==> src/rtl/if_stage.sv <==
// if_stage: instruction fetch from a fetch queue into a single output register, with redirect, bus-fault and illegal handling.
// Compressed (16-bit) parcels are supported only when IF_STAGE_RVC_EN is defined.
module if_stage #(
    parameter logic [31:0] RESET_PC = 32'h0000_0000
) (
    input  logic        clk,
    input  logic        rst,
    input  logic        jmp_req,
    input  logic [31:0] jmp_addr,
    input  logic [1:0]  vld_size,
    input  logic [31:0] data,
    input  logic        bus_err,
    output logic        pop,
    output logic [1:0]  pop_size,
    output logic        out_vld,
    input  logic        out_rdy,
    output logic [31:0] out_instr,
    output logic [31:0] out_pc,
    output logic        out_c,
    output logic        out_fault,
    output logic        out_ill
);
`ifdef IF_STAGE_RVC_EN
    localparam logic RVC = 1'b1;
`else
    localparam logic RVC = 1'b0;
`endif
    localparam logic [0:0] RUN  = 1'b0;
    localparam logic [0:0] HOLD = 1'b1;

    logic [31:0] pc_q, pc_d, out_instr_q, out_instr_d, out_pc_q, out_pc_d;
    logic [0:0]  state_q, state_d;
    logic        out_vld_q, out_vld_d, out_c_q, out_c_d;
    logic        out_fault_q, out_fault_d, out_ill_q, out_ill_d;
    logic        free, is32, avail, run_ok, misalign, issue;

    assign free     = !out_vld_q || out_rdy;
    assign is32     = data[1:0] == 2'b11;
    assign avail    = RVC ? (is32 ? vld_size[1] : |vld_size) : vld_size[1];
    assign run_ok   = free && state_q == RUN && !jmp_req;
    // Without RVC a pc with bit 1 set can never hold a legal instruction.
    assign misalign = !RVC && pc_q[1];
    assign issue    = run_ok && !bus_err && !misalign && avail;
    assign pop      = issue && !rst;
    assign pop_size = (RVC && !is32) ? 2'b01 : 2'b10;

    always_comb begin
        pc_d        = pc_q;
        state_d     = state_q;
        out_vld_d   = out_vld_q;
        out_instr_d = out_instr_q;
        out_pc_d    = out_pc_q;
        out_c_d     = out_c_q;
        out_fault_d = out_fault_q;
        out_ill_d   = out_ill_q;
        if (jmp_req) begin
            out_vld_d = 1'b0;
            pc_d      = {jmp_addr[31:1], 1'b0};
            state_d   = RUN;
        end else if (issue) begin
            out_vld_d   = 1'b1;
            out_pc_d    = pc_q;
            out_instr_d = (RVC && !is32) ? {16'h0000, data[15:0]} : data;
            out_c_d     = RVC && !is32;
            out_fault_d = 1'b0;
            out_ill_d   = !RVC && !is32;
            pc_d        = pc_q + ((RVC && !is32) ? 32'd2 : 32'd4);
        end else if (run_ok && (misalign || bus_err)) begin
            out_vld_d   = 1'b1;
            out_pc_d    = pc_q;
            out_instr_d = 32'h0;
            out_c_d     = 1'b0;
            out_fault_d = !misalign;
            out_ill_d   = misalign;
            state_d     = HOLD;
        end else if (out_vld_q && out_rdy) begin
            out_vld_d = 1'b0;
        end
    end

    always_ff @(posedge clk or posedge rst) begin
        if (rst) begin
            pc_q        <= RESET_PC;
            state_q     <= RUN;
            out_vld_q   <= 1'b0;
            out_instr_q <= 32'h0;
            out_pc_q    <= 32'h0;
            out_c_q     <= 1'b0;
            out_fault_q <= 1'b0;
            out_ill_q   <= 1'b0;
        end else begin
            pc_q        <= pc_d;
            state_q     <= state_d;
            out_vld_q   <= out_vld_d;
            out_instr_q <= out_instr_d;
            out_pc_q    <= out_pc_d;
            out_c_q     <= out_c_d;
            out_fault_q <= out_fault_d;
            out_ill_q   <= out_ill_d;
        end
    end

    assign out_vld   = out_vld_q;
    assign out_instr = out_instr_q;
    assign out_pc    = out_pc_q;
    assign out_c     = out_c_q;
    assign out_fault = out_fault_q;
    assign out_ill   = out_ill_q;
endmodule
==> config.mk <==
export PLATFORM = sky130hd
export DESIGN_NAME = if_stage
export DESIGN_NICKNAME = d
export VERILOG_FILES = /design/src/rtl/if_stage.sv
export SDC_FILE = /design/constraint.sdc
export NUM_CORES = 1
export LEC_CHECK = 0
export ABC_AREA = 1
export BUFFER_PORTS_ARGS = -buffer_cell sky130_fd_sc_hd__buf_2
export CAP_MARGIN = 15
export CORE_MARGIN = 1
export CORE_UTILIZATION = 58
export CTS_BUF_LIST = sky130_fd_sc_hd__clkbuf_4 sky130_fd_sc_hd__clkbuf_8
export DETAILED_ROUTE_END_ITERATION = 8
export PLACE_DENSITY = 0.88
export REMOVE_ABC_BUFFERS = 1
export SLEW_MARGIN = 20
export SYNTH_ARGS = -nofsm -noshare
export SYNTH_HDL_FRONTEND = slang
export SYNTH_SLANG_ARGS = --single-unit
==> constraint.sdc <==
create_clock -name clk -period 5.1 [get_ports clk]
set_input_delay 0.255 -clock clk [delete_from_list [all_inputs] [get_ports clk]]
set_output_delay 0.255 -clock clk [all_outputs]
set_load 0.02 [all_outputs]
* After elaboration in Yosys (flattened, before gate mapping)
Cells that the tools add are included.
W data, S select, Z words.
** Word-level totals
- Bits of input ports :: 71
- Output and inout bits :: 71
- Logic and storage cells :: 54
- Register bits after elaboration :: 101
** Cells by class
- Multiplexer cells :: 19
- Equal/unequal tests :: 2
- Add/subtract/negate cells :: 1
- Bitwise logic cells :: 2
- Reductions and logical operators :: 22
** Operators by type and width (number)
- $mux W32 :: 6
- $add A32 B3 Y32 const B :: 1
- $mux W1 :: 13
- $logic_and A1 B1 Y1 :: 8
- $logic_not A1 Y1 :: 6
- $reduce_bool A2 Y1 :: 3
- $reduce_and A2 Y1 :: 2
- $reduce_bool A4 Y1 :: 1
- $eq A2 B2 Y1 const B :: 1
- $logic_or A1 B1 Y1 :: 2
- $ne A2 B2 Y1 const B :: 1
- $not A1 Y1 :: 2

* Logic depth before layout (Yosys ltp)
- Depth in word-level cells :: 9
- Mapped depth :: 11
- Gate-level depth less buffers :: 10

* Worst setup path before layout
OpenSTA, ideal clock, no wires.
- Path type :: register to output
- Start point :: reg out_vld_q (netlist: out_vld)
- End point :: out pop
- Buffers on the path :: 1
- Arrival time :: 1.281 ns
- Stages on the path, launching flop included :: 7
- Path slack :: 3.564 ns
- Data required time :: 4.845 ns
- Path through :: dfrtp_1 -> nand2_1 -> nand2_2 -> nor2_4 -> nand3_4 -> buf_2 -> nor2_1
** On the way
- Cells in the longest elaborated chain, start to end :: 8
** Ends and longest elaborated chain
- start, declared :: RTL line 33 : logic out_vld_q, out_vld_d, out_c_q, out_c_d;
- start signal, assigned :: RTL line 94 : out_vld_q <= out_vld_d;
- $logic_not A1 Y1 :: RTL line 37 : assign free = !out_vld_q || out_rdy;
- $logic_or A1 B1 Y1 :: RTL line 37
- $logic_and A1 B1 Y1 (2 in a row) :: RTL line 40 : assign run_ok = free && state_q == RUN && !jmp_req;
- $logic_and A1 B1 Y1 (3 in a row) :: RTL line 43 : assign issue = run_ok && !bus_err && !misalign && avail;
- $logic_and A1 B1 Y1 :: RTL line 44 : assign pop = issue && !rst;
- end, declared :: RTL line 13 : output logic pop,
No other way between the ends.

* Worst setup path in the final report
- Start point :: in jmp_req
- End point :: reg out_instr_q[20] (netlist: out_instr[20])
** On the way
- Cells in the longest elaborated chain, start to end :: 7
- Elaborated cells between the ends (all ways) :: 10
- Classes of those cells :: 1 x mux; 1 x bitwise; 8 x reduce/logical
** Ends and longest elaborated chain
- start, declared :: RTL line 8 : input logic jmp_req,
- $logic_not A1 Y1 :: RTL line 40
- $logic_and A1 B1 Y1 :: RTL line 40
- $logic_and A1 B1 Y1 (3 in a row) :: RTL line 43
- $reduce_bool A2 Y1 (no line)
- $reduce_and A2 Y1 (no line)
- end signal, assigned :: RTL line 95 : out_instr_q <= out_instr_d;
- end, declared :: RTL line 31 : logic [31:0] pc_q, pc_d, out_instr_q, out_instr_d, out_pc_q, out_pc_d;
Several ways; a longest one is shown, not always the timed one.
A chain may end at the register's enable or synchronous reset.

==> out/metrics.cfg <==
[timing]
report.final.slew_viol_count = 0
worst_slew_pin_slew_ps = 1010
timing.slew.headroom_pct = 32.9
setup_tns_ps = 0
period_share_pct = 63.5
rsz0062_at_grt = false
setup_slack_ps = 1860
finalClockSkew_ps = 13.0
fin_crit_ps = 3240
hold_viol_final = 0
fmax_mhz = 309
setup_viol = 0

[min_path]
hold_class = input port to flop
holdCritStartpoint = jmp_addr[1]

[synth]
yosysWarnings = 0
synth_seq_area_share_pct = 50.2
syn_area_um2 = 4890
synth_cell_type_count = 23
synth-seq-cells = 98
netlist_instances = 668
syn_avg_cell_area_um2 = 7.32

[global_routing]
grt_antenna_before_repair = 0
grtUsageTotal_pct = 25.9
grt_pass1_wl_um = 17900
grt_pass1_vias = 4091
overflow = 0
grt_max_degree = 74

[setup_path]
cp-end-kind = flop
startpoint_type = input port
timing.rr.start = out_vld
critPathRequiredTime_ps = 5400
path_max_fanout = 50
crit_path_start = jmp_req
crit_type = input port to flop
cp_data_arrival_time_ps = 3540

[layout]
drive_gt1_share_pct = 21.1
fin_nets = 863
post_layout_nonfiller_instances = 901
diodes = 0
area_delta_synth_final_pct = 17.5
postLayoutCoreUtil_pct = 70.3
final_cell_mix = nand2_1 (370), buf_2 (135), dfrtp_1 (98), inv_1 (40), nand3_1 (38)
final_common_cell = nand2_1

[floorplanning]
initial_core_util_pct = 59.8
coreArea_um2 = 8180
die_w_um = 93.8
die_area_um2 = 8800
rows = 33
io_pins = 142
fp.dieH_um = 93.8

[status]
outcome = completed

[placed_design]
placed_cells = 884
gp_congestion = 0.889
place_ws_ps = 1480
port_buffers = 135
dp_hpwl_um = 7620

[clocking]
worstSkewPairLatency_ps = 370
numClockSinks = 98
clkTransAtPathRegs_ps = 100
cts_setup_buffers = 0
cts_tree = built
cts-hold-fix-buffers = 1
htree_levels = 3
cts_buffers = 9
ctsResizeCount = 0
root_buffer = clkbuf_8
cts_buffer_depth = 2

[route]
vias = 4504
wirelength_um = 11200
met1_length_um = 4920
drt_first_pass_iters = 5
drtAntennaViolNets = 0
route.detailed.drc = 0
wire_per_inst_um = 12.4
dr_wl_met2_um = 5320
routed.top_layer = met4
drt_iter0_drc = 248
routed_via_density = 5.00
dr_wl_met3_um = 755

[flow_run]
maxCapViolations = 0

[power_and_ir_drop]
p_leak_nw = 3.34
ir_drop_mv = 0.169
powerDensity_nw_per_um2 = 366

==> final timing paths <==
kind / endpoint / slack (ps) / cells past startpoint
worst max-delay path: out_instr[20] / 1860 / 10
worst min-delay path: pc_q[1] / 80 / 3
worst max register to register: out_instr[20] / 2420 / 9
worst min register to register: out_instr[26] / 470 / 2
max in group asynchronous: out_instr[26] / 3480 / 4
min in group asynchronous: out_pc[28] / 410 / 3
==> report_power, final <==
group | internal [mW] | switching (mW) | total, mW
combinational | 0.193 | 0.396 | 0.589
sequential | 0.923 | 0.100 | 1.02
clock | 0.212 | 0.278 | 0.489
==> layout make-up <==
cell class,instances,area [µm²]
fillers,669,2430
repair buffers,138,701
clock buffers,11,151
flip-flops and latches,98,2450
well taps,105,131
clock inverters,5,45.0
inverters,45,173
multi-input cells,499,2090
==> flip-flops by register name, indices dropped and copies added, names as in the netlist <==
signal,count
out_instr,32
out_pc,31
pc_q,31
out_fault,1
out_ill,1
out_vld,1
state_q,1
==> cell usage after synthesis <==
cell / number / area (µm²)
clkinv_1: 1 / 3.75
o21ai_0: 17 / 85.1
buf_2: 13 / 65.1
nor2_2: 7 / 43.8
nor2_4: 1 / 11.3
and2_1: 3 / 18.8
nand3b_1: 9 / 67.6
conb_1: 2 / 7.51
clkinv_2: 1 / 5.00
nand2_2: 2 / 12.5
inv_1: 41 / 154
buf_6: 6 / 67.6
nand3_1: 38 / 190
nand3_4: 1 / 17.5
clkbuf_1: 5 / 18.8
inv_2: 2 / 7.51
xnor2_1: 4 / 35.0
buf_4: 4 / 30.0
xor2_1: 7 / 61.3
nor2_1: 35 / 131
nand2_1: 370 / 1390
ha_1: 1 / 12.5
dfrtp_1: 98 / 2450
==> critical path: stages <==
cell	delay, ps
buf_2	490
clkinv_2	500
nand2_2	220
nor2_4	50
nand3_4	240
nand2_2	420
inv_2	720
buf_4	420
nand2_1	110
nand2_1	90
==> logic make-up after synthesis <==
group | count (synthesis) | synth area share (%)
flip-flops | 98 | 50.2
XOR/XNOR | 11 | 1.97
AND/OR/NAND/NOR | 466 | 38.5
buffers and inverters | 73 | 7.19
adder cells (fa/ha/maj) | 1 | 0.256
other | 2 | 0.154
AO/OA/AOI/OAI | 17 | 1.74
==> metal layers <==
| layer | vias to the layer above | global-route usage (%) |
|---|---|---|
| met2 | 173 | 45.2 |
| li1 | 2260 | - |
| met4 | 0 | 9.10 |
| met5 | - | 0 |
| met1 | 2053 | 32.4 |
| met3 | 18 | 4.29 |
==> stage by stage <==
step           hold WS [ps]  area [µm²]  total power [mW]
2_1_floorplan           363        4710              1.40
3_3_place_gp            254        5540              1.60
3_5_place_dp            266        5540              1.63
4_1_cts                77.1        5740              2.12
5_1_grt                77.8        5740              2.22
6_report               82.0        5740              2.10
Note: power is estimated with default switching activity, not from simulation.
